$ cat src/rtl/ab_stim_sequencer_pkg.sv
// Shared state encodings and default sizing for the (A,B) stimulus sequencer.
// Latency: n/a (declarations only).
// Backpressure: n/a.
package ab_stim_sequencer_pkg;

  localparam int DEF_DEPTH = 8;
  localparam int DEF_HOLD  = 5;

  typedef enum logic [1:0] {
    S_IDLE = 2'd0,
    S_CLR  = 2'd1,
    S_RUN  = 2'd2,
    S_FIN  = 2'd3
  } state_t;

endpackage

$ cat src/rtl/ab_stim_sequencer_hold_counter.sv
// Loadable down-counter that times how long each (A,B) pair is held.
// Latency: load takes effect on the next edge; zero is decoded from the count register.
// Backpressure: none; en only gates the decrement, and the count sticks at zero.
// Ports: clock/RST, load (reload HOLD-1), en (decrement), zero (count == 0).
module ab_stim_sequencer_hold_counter #(
  parameter  int HOLD = 5,
  localparam int CW   = $clog2(HOLD + 1)
) (
  input  logic clock,
  input  logic RST,
  input  logic load,
  input  logic en,
  output logic zero
);

  localparam logic [CW-1:0] RELOAD = CW'(HOLD - 1);

  logic [CW-1:0] cnt;

  always_ff @(posedge clock or negedge RST) begin
    if (!RST) begin
      cnt <= '0;
    end else if (load) begin
      cnt <= RELOAD;
    end else if (en && (cnt != '0)) begin
      cnt <= cnt - 1'b1;
    end
  end

  assign zero = (cnt == '0);

endmodule

$ cat src/rtl/ab_stim_sequencer.sv
// Plays a stored sequence of (A,B) pairs into a lab FSM, HOLD cycles each, logging y_in per step.
// Latency: start at edge E0 -> done pulse in the cycle after edge E(1 + len*HOLD).
// Backpressure: start and wr_en are ignored while busy; abort cancels a run on the next edge.
// Ports: wr_en/wr_addr/wr_data program slots; len/start/abort control a run;
//        A/B/fsm_rst drive the controlled FSM, y_in is its output;
//        busy/done/step/y_log report progress and captured results.
module ab_stim_sequencer
  import ab_stim_sequencer_pkg::*;
#(
  parameter int DEPTH = DEF_DEPTH,
  parameter int AW    = $clog2(DEPTH),
  parameter int HOLD  = DEF_HOLD
) (
  input  logic             clock,
  input  logic             RST,
  input  logic             wr_en,
  input  logic [AW-1:0]    wr_addr,
  input  logic [1:0]       wr_data,
  input  logic [AW:0]      len,
  input  logic             start,
  input  logic             abort,
  input  logic             y_in,
  output logic             A,
  output logic             B,
  output logic             fsm_rst,
  output logic             busy,
  output logic             done,
  output logic [DEPTH-1:0] y_log,
  output logic [AW-1:0]    step
);

  state_t        state;
  logic [1:0]    mem [DEPTH];
  logic [AW:0]   len_q;
  logic [AW:0]   len_clamp;
  logic [AW-1:0] nxt_step;
  logic          last_step;
  logic          cnt_zero;
  logic          cnt_load;
  logic          wr_ok;

  assign len_clamp = (len > (AW+1)'(DEPTH)) ? (AW+1)'(DEPTH) : len;
  assign nxt_step  = step + 1'b1;
  assign last_step = ({1'b0, step} == (len_q - 1'b1));
  // Pattern slots are only writable when no run is using them.
  assign wr_ok     = wr_en && ((state == S_IDLE) || (state == S_FIN));
  // Reload entering RUN and at every step boundary; a reload on the final
  // step or on abort is harmless because the counter is then unused.
  assign cnt_load  = (state == S_CLR) || ((state == S_RUN) && cnt_zero);

  ab_stim_sequencer_hold_counter #(.HOLD(HOLD)) u_hold (
    .clock (clock),
    .RST   (RST),
    .load  (cnt_load),
    .en    (state == S_RUN),
    .zero  (cnt_zero)
  );

  always_ff @(posedge clock or negedge RST) begin
    if (!RST) begin
      for (int i = 0; i < DEPTH; i++) mem[i] <= 2'b00;
    end else if (wr_ok) begin
      mem[wr_addr] <= wr_data;
    end
  end

  always_ff @(posedge clock or negedge RST) begin
    if (!RST) begin
      state   <= S_IDLE;
      A       <= 1'b0;
      B       <= 1'b0;
      fsm_rst <= 1'b0;
      busy    <= 1'b0;
      done    <= 1'b0;
      step    <= '0;
      y_log   <= '0;
      len_q   <= '0;
    end else begin
      fsm_rst <= 1'b0;
      done    <= 1'b0;
      case (state)
        S_IDLE: begin
          if (start) begin
            if (len == '0) begin
              state <= S_FIN;
              done  <= 1'b1;
            end else begin
              len_q   <= len_clamp;
              y_log   <= '0;
              step    <= '0;
              fsm_rst <= 1'b1;
              busy    <= 1'b1;
              state   <= S_CLR;
            end
          end
        end
        S_CLR: begin
          if (abort) begin
            state <= S_IDLE;
            busy  <= 1'b0;
          end else begin
            // A write on the start edge has landed by now, so slot 0 is current.
            {A, B} <= mem[0];
            state  <= S_RUN;
          end
        end
        S_RUN: begin
          if (abort) begin
            // Abort beats a terminal step: no capture, no done.
            state  <= S_IDLE;
            busy   <= 1'b0;
            {A, B} <= 2'b00;
          end else if (cnt_zero) begin
            y_log[step] <= y_in;
            if (last_step) begin
              state  <= S_FIN;
              done   <= 1'b1;
              busy   <= 1'b0;
              {A, B} <= 2'b00;
            end else begin
              step   <= nxt_step;
              {A, B} <= mem[nxt_step];
            end
          end
        end
        S_FIN: begin
          state <= S_IDLE;
        end
        default: begin
          state <= S_IDLE;
        end
      endcase
    end
  end

endmodule

$ cat config.mk
export PLATFORM = sky130hd
export DESIGN_NAME = ab_stim_sequencer
export DESIGN_NICKNAME = d
export VERILOG_FILES = /design/src/rtl/ab_stim_sequencer_pkg.sv /design/src/rtl/ab_stim_sequencer_hold_counter.sv /design/src/rtl/ab_stim_sequencer.sv
export SDC_FILE = /design/constraint.sdc
export NUM_CORES = 1
export LEC_CHECK = 0
export ABC_AREA = 0
export BUFFER_PORTS_ARGS = -buffer_cell sky130_fd_sc_hd__buf_2
export CAP_MARGIN = 20
export CORE_MARGIN = 1
export CORE_UTILIZATION = 55
export DETAILED_ROUTE_END_ITERATION = 12
export MAX_ROUTING_LAYER = met4
export PLACE_DENSITY = 0.8
export SYNTH_ARGS = -nofsm -noshare
export SYNTH_HDL_FRONTEND = slang
export SYNTH_SLANG_ARGS = --single-unit
export TNS_END_PERCENT = 5
$ cat constraint.sdc
create_clock -name clock -period 2.5 [get_ports clock]
set_clock_uncertainty 0.05 [all_clocks]
set_input_delay 0.5 -clock clock [delete_from_list [all_inputs] [get_ports clock]]
set_output_delay 0.5 -clock clock [all_outputs]
set_load 0.01 [all_outputs]
Yosys cells after proc, flatten, opt, wreduce, memory -nomap -nowiden
Cells that the tools add are included.
Widths: inputs -> output; s select.
{"block": "totals", "regBits": 41, "out_inout_bits": 16, "wordCells": 120}
{"block": "op_classes", "addsub": 3, "order_cmp": 6, "n_eq_ne": 13, "mux": 56, "bitwise_logic": 3, "n_reduce_logical": 21}
{"operator": "$mux 8", "count": 4}
{"operator": "$mux 1", "count": 23}
{"operator": "$mux 3", "count": 7}
{"operator": "$mux 2", "count": 9}
{"operator": "$bwmux 16", "count": 1}
{"operator": "$pmux 8 s2", "count": 1}
{"operator": "$ne 2x2->1 const B", "count": 7}
{"operator": "$reduce_and 6->1", "count": 2}
{"operator": "$reduce_and 3->1", "count": 3}
{"operator": "$bwmux 8", "count": 1}
{"operator": "$ge 4x4->1 const B", "count": 2}
{"operator": "$not 3->4", "count": 2}
{"operator": "$pmux 2 s4", "count": 1}
{"operator": "$bmux 2 s3", "count": 1}
{"operator": "$demux 2 s3", "count": 1}
{"operator": "$ne 3x3->1 const B", "count": 2}
{"operator": "$pmux 1 s2", "count": 3}
{"operator": "$pmux 3 s2", "count": 1}
{"operator": "$reduce_bool 2->1", "count": 3}
{"operator": "$reduce_bool 3->1", "count": 2}
{"operator": "$logic_and 1x1->1", "count": 5}
{"operator": "$reduce_and 5->1", "count": 1}
{"operator": "$eq 2x2->1 const B", "count": 2}
{"operator": "$eq 3x4->1", "count": 1}
{"operator": "other kinds (16)", "count": 17}

Longest topological paths before layout
{"block": "logic_depth", "depth_word": 9, "depth_mapped": 8}

Cells and area by module
A second synthesis with hierarchy kept.
{"block": "hier_totals", "hier_cells": 209, "hier_area_um2": 2388.5}
{"module": "ab_stim_sequencer", "instances": 1, "cells_each": 192, "area_per_inst_um2": 2204.6, "seq_area_each_um2": 950.9}
{"module": "ab_stim_sequencer_hold_counter", "instances": 1, "cells_each": 17, "area_per_inst_um2": 183.9, "seq_area_each_um2": 75.1}

Worst setup path after synthesis
Ideal clock, no wire load.
{"block": "synth_path", "path_type": "input -> register", "from": "input len[1]", "to": "register step[1]", "arrival_time_ns": 1.682, "t_required_ns": 2.330, "slack_ns": 0.648, "path_stages": 5, "n_path_buf": 1, "path_cell_list": "or4_4 > a21boi_4 > a21oi_2 > buf_6 > a41o_1"}
{"block": "synth_via", "elab_chain_len": 3}
{"element": "start, declared", "line_no": "ab_stim_sequencer.sv:19", "text": "input logic [AW:0] len,"}
{"element": "$logic_not 4->1", "line_no": "ab_stim_sequencer.sv:84", "text": "if (len == '0) begin"}
{"element": "$ne 2x2->1 (no line)"}
{"element": "$reduce_and 6->1 (no line)"}
{"element": "end signal, assigned", "line_no": "ab_stim_sequencer.sv:121", "text": "step <= nxt_step;"}
{"element": "end, declared", "line_no": "ab_stim_sequencer.sv:29", "text": "output logic [AW-1:0] step"}
No other way between the ends.
A chain may end at the register's enable or synchronous reset.

Worst setup path after layout
{"block": "layout_path", "from": "register state[0]", "to": "register y_log[3]"}
{"block": "layout_via", "elab_chain_len": 3}
{"element": "start, declared", "line_no": "ab_stim_sequencer.sv:32", "text": "state_t state;"}
{"element": "start signal, assigned", "line_no": "ab_stim_sequencer.sv:69", "text": "state <= S_IDLE;"}
{"element": "start signal, assigned", "line_no": "ab_stim_sequencer.sv:85", "text": "state <= S_FIN;"}
{"element": "start signal, assigned", "line_no": "ab_stim_sequencer.sv:93", "text": "state <= S_CLR;"}
{"element": "$eq 2x2->1 / $logic_not 2->1 (equally long branches)", "line_no": "ab_stim_sequencer.sv:81", "text": "case (state)"}
{"element": "$ne 2x2->1 (no line) / $reduce_bool 2->1 (equally long branches)"}
{"element": "$reduce_and 5->1 (no line)"}
{"element": "end signal, assigned by index", "line_no": "ab_stim_sequencer.sv:114", "text": "y_log[step] <= y_in;"}
{"element": "end, declared", "line_no": "ab_stim_sequencer.sv:28", "text": "output logic [DEPTH-1:0] y_log,"}
Parallel ways exist; a longest one is shown, timed or not.

==> reports/summary.txt <==
Number of synthesized register bits: 41
WS Path Type: reg2reg
CP peak stage delay: 0.72 ns
Status: completed
Critical-path top delay cell: nor4_1
Clk slew on worst S/H paths: 0.08 ns
Core area: 0.00377 mm^2
Cell variety after synth: 41
CP Cell Sequence: inv_1 -> ha_1 -> nor2b_1 -> nand2_1 -> nor4_1 -> a22o_1
Root Buffer: clkbuf_8
Initial Util: 0.592
Iter 0 DRT Violations: 84
Final Instance Area: 0.00254 mm^2
Post-synth top area cell: dfrtp_1
Cell family contributing the most delay on the critical path: simple AND/OR/NAND/NOR gates
Nets: 263
Most common cell after layout, fill and taps aside: dfrtp_1
Final Util: 0.674
Gr ovfl total: 0
Largest net degree at the start of global routing: 23
Post-route ant nets: 0
Max Cap Viol: 0
CP max FO: 4
Final instance count without filler cells: 289
Clock tree from TritonCTS: yes
Post-CTS Hold Buffers: 0
PD cells: 1070 mW/mm^2
Main synth FF type: dfrtp_1
Asr flop ratio synth: 1.00
TritonRoute pass-1 iters: 4
RR Startpoint: state[0]
Fin crit period: 2.15 ns
Startpoint types: register
Routed wire length: 4420 um
RSZ-0062 raised after global routing: false
Setup bufs post-CTS: 0
CP Buf/Inv Count: 1
Worst path required time: 2.68 ns
Cts repair resizes: 0
Die width: 65.7 um
Placed instance area: 0.00244 mm^2
Port bufs: 30
R2R Setup Slk: 0.35 ns
Routed len/inst: 15.3 um
RD Place Congestion: 0.819
Final Hold Fails: 0
DIE AREA: 0.00432 mm^2
Mapped Nets: 228
Max-slew violations: 0
Mean Syn Cell Area: 10.9 um^2
Vias/cell: 5.68
GRT Overall Usage: 0.242
Synth Instances: 205
Relative max-transition margin: 0.468
DP HPWL: 3260 um
ANT cells: 0
# clock sinks: 41
Clock buffer depth: 2
Via count: 1642
Tightest Hold Check Type: in2async
# fillers: 304
Core Rows: 22
H-tree depth: 2
Global-route wire length before repair: 7580 um
CP startpoint: state[0]
Worst-Skew Late Latency: 0.29 ns
Sequential-to-total area share from yosys stat: 0.460
Leakage: 0.00121 uW
Initial antenna violation count: 0
Placed Cells: 281
Maximum clock frequency: 464 MHz
WP data arrival: 2.33 ns
Vias in the first global route: 1643
Worst VDD drop: 0.570 mV
Worst Tran Pin Value: 0.790 ns
Synth top area cells: dfrtp_1 46%, mux2_2 9.1%, nand2_1 4.7%
Share of the synthesized area in the top cell type: 0.460
Layout cell share with drive strength beyond 1: 0.282
Area delta synth->final: 13.8%
Setup-failing EPs final: 0
Number of synthesized flops with an enable pin: 0
Final period util: 0.862
Boundary Pins: 31
CTS Buf Count: 5
Total Neg Setup Slack: 0 ns
Post-synthesis cell area: 0.00223 mm^2
DRC Markers: 0
Most frequent cells in the layout: 41 x dfrtp_1, 30 x buf_2, 28 x nand2_1
Type of element capturing the critical path: register
Die Ht: 65.7 um
Syn. warnings: 0
Yosys cell counts, types with 3 or more instances:
| master | n |
|---|---|
| o221ai_1 | 3 |
| nand3_1 | 4 |
| nor2_1 | 3 |
| nand2_1 | 28 |
| o31ai_1 | 3 |
| inv_1 | 13 |
| nor4_1 | 3 |
| o22ai_1 | 3 |
| mux2i_1 | 4 |
| ha_1 | 8 |
| mux2_2 | 18 |
| nand3b_1 | 5 |
| mux4_2 | 4 |
| a22o_1 | 6 |
| nor2b_1 | 10 |
| nor3b_1 | 3 |
| dfrtp_1 | 41 |
| nand2b_1 | 4 |
| clkbuf_1 | 3 |
| a21oi_1 | 4 |
| o21ai_0 | 9 |
| xor2_1 | 3 |
cell families after synthesis:
logic type / after synthesis / synth area share
buf+inv: 20 / 0.0398
mux: 26 / 0.149
flops: 41 / 0.460
simple gates: 63 / 0.146
compound gates: 43 / 0.145
fa+ha+maj: 8 / 0.0448
xor+xnor: 4 / 0.0157
sequential cells by signal, summed over array words and instances, names as in the netlist:
register and count:
A 1, B 1, busy 1, done 1, fsm_rst 1, len_q 4, mem 16, state 2
step 3, u_hold.cnt 3, y_log 8
worst reg2reg max path, delay by kind of cell, from the launching register on:
family	cells	cell delay, ns
flops	1	0.42
simple gates	3	1.11
buf+inv	1	0.09
compound gates	1	0.27
fa+ha+maj	1	0.17
path summary, 6_finish.rpt:
kind                                       to  depth (start not counted)
worst min-delay path                  fsm_rst                          1
worst max-delay path                 y_log[3]                          6
min in group clock                   len_q[1]                          3
max in group asynchronous            len_q[0]                          2
worst min register to register  u_hold.cnt[2]                          1
worst max register to register       y_log[3]                          6
report_power, final:
group | switching, uW | internal (uW) | leakage [uW] | total, uW
Clock | 228 | 250 | 0.0000542 | 478
Combinational | 581 | 575 | 0.000631 | 1160
Sequential | 186 | 901 | 0.000523 | 1090
area by class of cell:
type                    count  area, um^2  area share
well taps                  48        60.1      0.0236
repair buffers             35         188      0.0739
clock inverters             1        5.00     0.00197
multi-input cells         144        1120       0.440
inverters                  13        48.8      0.0192
clock buffers               7        96.3      0.0379
flip-flops and latches     41        1030       0.404
through the flow:
stage,hold WS [ns],worst slack (ns),total power (uW)
2_1_floorplan,0.154,0.648,1990
3_3_place_gp,0.423,0.401,2220
3_5_place_dp,0.430,0.375,2270
4_1_cts,0.131,0.360,2740
5_1_grt,0.152,0.136,2940
6_report,0.118,0.346,2720
layer usage:
metal	vias to the layer above	GRT usage	wire length, um
li1	811	-	-
met1	790	0.299	2050
met2	36	0.407	2190
met3	5	0.0469	146
met4	0	0.0571	34
met5	-	-	0
Note: power is estimated with default switching activity, not from simulation.
